==> config.mk <==
export PLATFORM = sky130hd
export DESIGN_NAME = alu_share_ctrl
export DESIGN_NICKNAME = d
export VERILOG_FILES = /design/src/rtl/alu_share_ctrl.sv
export SDC_FILE = /design/constraint.sdc
export NUM_CORES = 1
export LEC_CHECK = 0
export CORE_UTILIZATION = 40
export DETAILED_ROUTE_END_ITERATION = 10
export GPL_TIMING_DRIVEN = 0
export PLACE_DENSITY_LB_ADDON = 0.25
export SYNTH_ARGS = -nofsm -noshare
export SYNTH_HDL_FRONTEND = slang
export SYNTH_SLANG_ARGS = --single-unit
==> constraint.sdc <==
create_clock -name clk -period 12.22 [get_ports clk]
set_input_delay 3.055 -clock clk [delete_from_list [all_inputs] [get_ports clk]]
set_output_delay 3.055 -clock clk [all_outputs]
set_load 0.02 [all_outputs]
==> src/rtl/alu_share_ctrl.sv <==
// alu_share_ctrl: lets two requesters share one registered 32-bit ALU.
// It picks one request round-robin, launches the operands into registers
// that feed the ALU, waits out the ALU latency, captures the result and
// hands it back on the owner's valid/ready response channel. Only one
// operation is in flight at a time.
module alu_share_ctrl #(
   parameter int ALU_LAT = 1,   // extra cycles after launch before alu_y is sampled (0..7)
   parameter int CNT_W   = 16   // width of the completed-operation counter
) (
   input  logic              clk,
   input  logic              reset,
   input  logic              req0_valid,
   input  logic              req1_valid,
   output logic              req0_ready,
   output logic              req1_ready,
   input  logic [31:0]       req0_a,
   input  logic [31:0]       req1_a,
   input  logic [31:0]       req0_b,
   input  logic [31:0]       req1_b,
   input  logic [2:0]        req0_f,
   input  logic [2:0]        req1_f,
   output logic              rsp0_valid,
   output logic              rsp1_valid,
   input  logic              rsp0_ready,
   input  logic              rsp1_ready,
   output logic [31:0]       rsp_y,
   output logic              rsp_zero,
   output logic              rsp_err,
   output logic [31:0]       alu_a,
   output logic [31:0]       alu_b,
   output logic [2:0]        alu_f,
   input  logic [31:0]       alu_y,
   output logic [CNT_W-1:0]  ops_done
);

   typedef enum logic [1:0] {
      S_IDLE = 2'd0,
      S_WAIT = 2'd1,
      S_RESP = 2'd2
   } state_t;

   localparam logic [2:0] LAT_INIT = 3'(ALU_LAT);

   state_t               state_q, state_d;
   logic                 last_grant_q, last_grant_d;
   logic                 owner_q, owner_d;
   logic [2:0]           cnt_q, cnt_d;
   logic signed [31:0]   alu_a_q, alu_a_d;
   logic signed [31:0]   alu_b_q, alu_b_d;
   logic [2:0]           alu_f_q, alu_f_d;
   logic signed [31:0]   rsp_y_q, rsp_y_d;
   logic                 rsp_zero_q, rsp_zero_d;
   logic                 rsp_err_q, rsp_err_d;
   logic [CNT_W-1:0]     ops_q, ops_d;

   logic                 gnt_vld;
   logic                 gnt;
   logic signed [31:0]   sel_a;
   logic signed [31:0]   sel_b;
   logic [2:0]           sel_f;
   logic                 owner_rdy;

   // Codes the ALU implements; everything else is answered locally as an error.
   function automatic logic f_legal(input logic [2:0] f);
      case (f)
         3'b010, 3'b110, 3'b011, 3'b100, 3'b111: f_legal = 1'b1;
         default:                                f_legal = 1'b0;
      endcase
   endfunction

   // Round-robin pick: a lone valid wins, a tie goes to whoever was not served last.
   always_comb begin
      gnt_vld   = req0_valid | req1_valid;
      gnt       = (req0_valid && req1_valid) ? ~last_grant_q : req1_valid;
      sel_a     = gnt ? req1_a : req0_a;
      sel_b     = gnt ? req1_b : req0_b;
      sel_f     = gnt ? req1_f : req0_f;
      owner_rdy = owner_q ? rsp1_ready : rsp0_ready;
   end

   // Next-state logic for the accept / wait / respond sequence.
   always_comb begin
      state_d      = state_q;
      last_grant_d = last_grant_q;
      owner_d      = owner_q;
      cnt_d        = cnt_q;
      alu_a_d      = alu_a_q;
      alu_b_d      = alu_b_q;
      alu_f_d      = alu_f_q;
      rsp_y_d      = rsp_y_q;
      rsp_zero_d   = rsp_zero_q;
      rsp_err_d    = rsp_err_q;
      ops_d        = ops_q;
      case (state_q)
         S_IDLE: begin
            if (gnt_vld) begin
               // Operands are launched even for an illegal code; the ALU result is simply never sampled.
               alu_a_d      = sel_a;
               alu_b_d      = sel_b;
               alu_f_d      = sel_f;
               owner_d      = gnt;
               last_grant_d = gnt;
               if (f_legal(sel_f)) begin
                  state_d = S_WAIT;
                  cnt_d   = LAT_INIT;
               end else begin
                  state_d    = S_RESP;
                  rsp_y_d    = '0;
                  rsp_zero_d = 1'b1;
                  rsp_err_d  = 1'b1;
               end
            end
         end
         S_WAIT: begin
            if (cnt_q != 3'd0) begin
               cnt_d = cnt_q - 3'd1;
            end else begin
               rsp_y_d    = alu_y;
               rsp_zero_d = (alu_y == 32'd0);
               rsp_err_d  = 1'b0;
               state_d    = S_RESP;
            end
         end
         S_RESP: begin
            // Only the owner's ready can retire the response.
            if (owner_rdy) begin
               if (ops_q != '1) begin
                  ops_d = ops_q + 1'b1;
               end
               state_d = S_IDLE;
            end
         end
         default: state_d = S_IDLE;
      endcase
   end

   // State and datapath registers; reset drops any in-flight operation.
   always_ff @(posedge clk or posedge reset) begin
      if (reset) begin
         state_q      <= S_IDLE;
         last_grant_q <= 1'b1;
         owner_q      <= 1'b0;
         cnt_q        <= 3'd0;
         alu_a_q      <= '0;
         alu_b_q      <= '0;
         alu_f_q      <= 3'd0;
         rsp_y_q      <= '0;
         rsp_zero_q   <= 1'b0;
         rsp_err_q    <= 1'b0;
         ops_q        <= '0;
      end else begin
         state_q      <= state_d;
         last_grant_q <= last_grant_d;
         owner_q      <= owner_d;
         cnt_q        <= cnt_d;
         alu_a_q      <= alu_a_d;
         alu_b_q      <= alu_b_d;
         alu_f_q      <= alu_f_d;
         rsp_y_q      <= rsp_y_d;
         rsp_zero_q   <= rsp_zero_d;
         rsp_err_q    <= rsp_err_d;
         ops_q        <= ops_d;
      end
   end

   assign req0_ready = (state_q == S_IDLE) && gnt_vld && !gnt;
   assign req1_ready = (state_q == S_IDLE) && gnt_vld && gnt;
   assign rsp0_valid = (state_q == S_RESP) && !owner_q;
   assign rsp1_valid = (state_q == S_RESP) && owner_q;
   assign rsp_y      = rsp_y_q;
   assign rsp_zero   = rsp_zero_q;
   assign rsp_err    = rsp_err_q;
   assign alu_a      = alu_a_q;
   assign alu_b      = alu_b_q;
   assign alu_f      = alu_f_q;
   assign ops_done   = ops_q;

endmodule

==> key figures <==
Outcome
  • Status: complete, no violations

Logic synthesis
  • Synth Net Count: 670
  • Ys flop type: dfrtp_1
  • Fraction of registers with async set/reset: 100%
  • Netlist cell types: 38
  • Yosys warnings: 0
  • Synthesized area: 5520 um^2
  • Cells after Synth: about 500
  • Count of state elements after synthesis: 124
  • Mean Syn Cell Area: around 11 um^2
  • Post-synth EDFFs: 0
  • Seq/Total Area, Yosys: 56.2%

Layout
  • Diodes inserted: 0
  • Post-route cell area: roughly 9300 um^2
  • Final #Nets: about 980
  • Layout cells sized above 1: 7.80%
  • Layout fillers: between 900 and 1000
  • Area Overhead vs Synth: 68.8%

STA
  • Worst-margin pin slew: 491 ps
  • Fin crit share: 68.3%
  • Setup TNS: 0 ps
  • Min Tclk post-route: 8350 ps
  • RSZ-0062 raised after global routing: false
  • Final Skew: 7.31 ps
  • Worst slew margin: 67.2%
  • Worst hold slack: around 480 ps
  • Final Max Tran Viols: 0
  • Count of final setup violators: 0
  • Final Hold Violating Endpoints: 0
  • Fmax: around 120 MHz

Setup path
  • Launch point of the worst path: req1_valid
  • Reg-to-reg startpoint: state_q[0]$_DFFE_PP0P_
  • WP data arrival: 5290 ps
  • Data required, critical path: between 9000 and 10000 ps
  • CP Class: primary input to output port
  • Worst Setup End Kind: output port
  • Delay-heaviest family, CP: buffers and inverters
  • Reg2Reg Depth: 6
  • Most used cell along the critical path: clkdlybuf4s50_1
  • Slowest CP cell: clkdlybuf4s50_1
  • Worst path cell trace: clkdlybuf4s50_1 -> o21ai_1 -> buf_2 -> buf_1 -> nor2_1 -> clkdlybuf4s50_1
  • Crit start category: primary input
  • Buf/Inv on CP: 4
  • Reg2Reg Capture Point: alu_a[24]$_DFFE_PP0P_
  • Worst R2R Setup Slack: about 10000 ps
  • Critical Path Stages: 6
  • CP max FO: 10
  • Crit path largest cell delay: 550 ps

Clock tree
  • Post-CTS Setup Inserts: 0
  • Worst skew pair latency: ~420 ps
  • PostCTS Resize Cnt: 0
  • Cts bufs inserted: 17
  • Root Buffer: clkbuf_16
  • Hold_buf cts: 0
  • Clock Sinks: 124
  • Maximum clock path buffer count: 2
  • Clk pin slew, worst setup/hold paths: about 50 ps
  • H-Tree Depth: 4
  • CTS tree: yes

Placed design
  • Hpwl dp: 13100 um
  • Area after DPL: about 8700 um^2
  • Port bufs: 292
  • GP Congestion: around 0.86

Global routing
  • All-Layer GR Usage: 24.3%
  • Largest net degree at the start of global routing: 76
  • Total gr overflow: 0
  • First-pass GRT wire length: between 20000 and 30000 um
  • Vias in the first global route: about 5300
  • Antenna violations before repair: 0

Pwr
  • Pwr/cell area: 232 nW/um^2
  • Leakage power: around 4 nW
  • Peak VDD IR: 149 uV

Worst hold path
  • Worst Hold Class: flop to flop
  • HP Start: alu_b[26]$_DFFE_PP0P_
  • Hold Path End: alu_b[26]$_DFFE_PP0P_
  • Hold path depth: 2

Die
  • Die Width: approximately 120 um
  • Core ar.: ~13000 um^2
  • Die height: between 100 and 150 um
  • Ports: between 200 and 300
  • Initial core utilization: around 41%
  • Total Die Area: between 10000 and 15000 um^2
  • # rows: 42

Detailed routing
  • Final WL: between 15000 and 20000 um
  • Final routed DRC violation total: 0
  • DR iter-0 viols: 218
  • Vias per inst: between 5 and 6
  • Vias post-DR: 5007
  • WL/cell: 16.9 um
  • Antenna-violating nets left: 0
  • Drt pass-1 iters: 4

Flow run
  • Max-cap violations: 0
cell usage in the layout (no fill, tap or decap), types with 5 or more instances in the layout:
master,Yosys,layout
clkbuf_1,9,9
nand4_1,8,8
o21ai_1,71,71
nor2_1,9,9
nand2_1,75,75
nor4_1,8,8
nor2b_1,5,5
nand3_1,5,5
buf_4,9,9
xnor2_1,12,12
mux2i_1,68,68
clkbuf_16,0,17
buf_2,12,12
clkinvlp_4,0,6
a22o_1,33,33
clkdlybuf4s50_1,0,292
dfrtp_1,123,123
synth_stat cells, types with 2 or more instances:
library cell | count | share of area [%]
xnor2_1 | 12 | 1.9
dfrtp_1 | 123 | 56
nand4_1 | 8 | 0.91
and2_1 | 3 | 0.34
o21ai_1 | 71 | 6.4
nor2_1 | 9 | 0.61
nand3_1 | 5 | 0.45
nor4_1 | 8 | 0.91
a21o_1 | 3 | 0.41
inv_2 | 2 | 0.14
nand2_1 | 75 | 5.1
buf_2 | 12 | 1.1
and4_1 | 2 | 0.32
nor2b_1 | 5 | 0.57
and3_1 | 2 | 0.23
inv_1 | 5 | 0.34
buf_4 | 9 | 1.2
ha_1 | 3 | 0.68
nor3_1 | 4 | 0.36
clkbuf_1 | 9 | 0.61
a21oi_1 | 4 | 0.36
xor2_1 | 3 | 0.48
a22o_1 | 33 | 5.2
mux2i_1 | 68 | 12
nand2b_1 | 4 | 0.45
per-layer routing:
| layer | track usage (%) | part of all wire, % | routed length (um) | up-vias |
|---|---|---|---|---|
| li1 | - | - | - | 2375 |
| met1 | 27.1 | 39 | 6610 | 2394 |
| met2 | 42.3 | 50 | 8470 | 200 |
| met3 | 7.03 | 6.8 | 1150 | 38 |
| met4 | 11.9 | 3.5 | 582 | 0 |
| met5 | 0 | 0 | 0 | - |
tightest hold or removal path, stage by stage, from the launching register on:
cell	delay (ps)
dfrtp_1	340
nand2_1	50
o21ai_1	60
registers in the layout, summed over array words and instances (netlist names):
signal / count
rsp_zero: 1
alu_b: 32
state_q: 2
cnt_q: 3
ops_done: 16
last_grant_q: 1
rsp_y: 32
alu_a: 32
alu_f: 3
rsp_err: 1
owner_q: 1
cells by family after synthesis:
group / after synthesis / synth area share [%]
AO/OA/AOI/OAI: 117 / 13.6
XOR/XNOR: 15 / 2.38
adder cells (fa/ha/maj): 3 / 0.680
buffers and inverters: 38 / 3.47
flip-flops: 124 / 56.2
multiplexers: 70 / 12.7
AND/OR/NAND/NOR: 128 / 11.0
cell type report:
cell class              count  area [um^2]  area share (%)
well taps                 176          220            2.36
clock buffers              17          425            4.56
plain buffers              31          165            1.77
repair buffers            293         2950            31.7
flip-flops and latches    124         3100            33.3
inverters                   7         31.3           0.336
multi-input cells         333         2230            23.9
clock inverters            15          198            2.12
how the worst max path moves through the flow:
stage,end,slack (ps)
4_1_cts,req0_ready,3780
3_5_place_dp,req0_ready,3790
6_report,req0_ready,3870
3_3_place_gp,req0_ready,3790
2_1_floorplan,req0_ready,5210
5_1_grt,req0_ready,3660
power breakdown:
part | internal, mW | total (mW) | switching, mW
clock network | 0.340 | 0.525 | 0.185
logic | 0.458 | 0.980 | 0.522
registers | 0.567 | 0.657 | 0.0898
through the flow:
step           total power [mW]  std cells  utilization, %  setup WS [ps]
2_1_floorplan              1.17        495               -           5210
3_5_place_dp               1.65        964            65.2           3790
5_1_grt                    2.29        996            69.8           3660
3_3_place_gp               1.62        963            64.9           3790
4_1_cts                    2.18        996            69.8           3780
6_report                   2.16        996            69.8           3870
No activity file was read; power rests on OpenSTA's default activity.
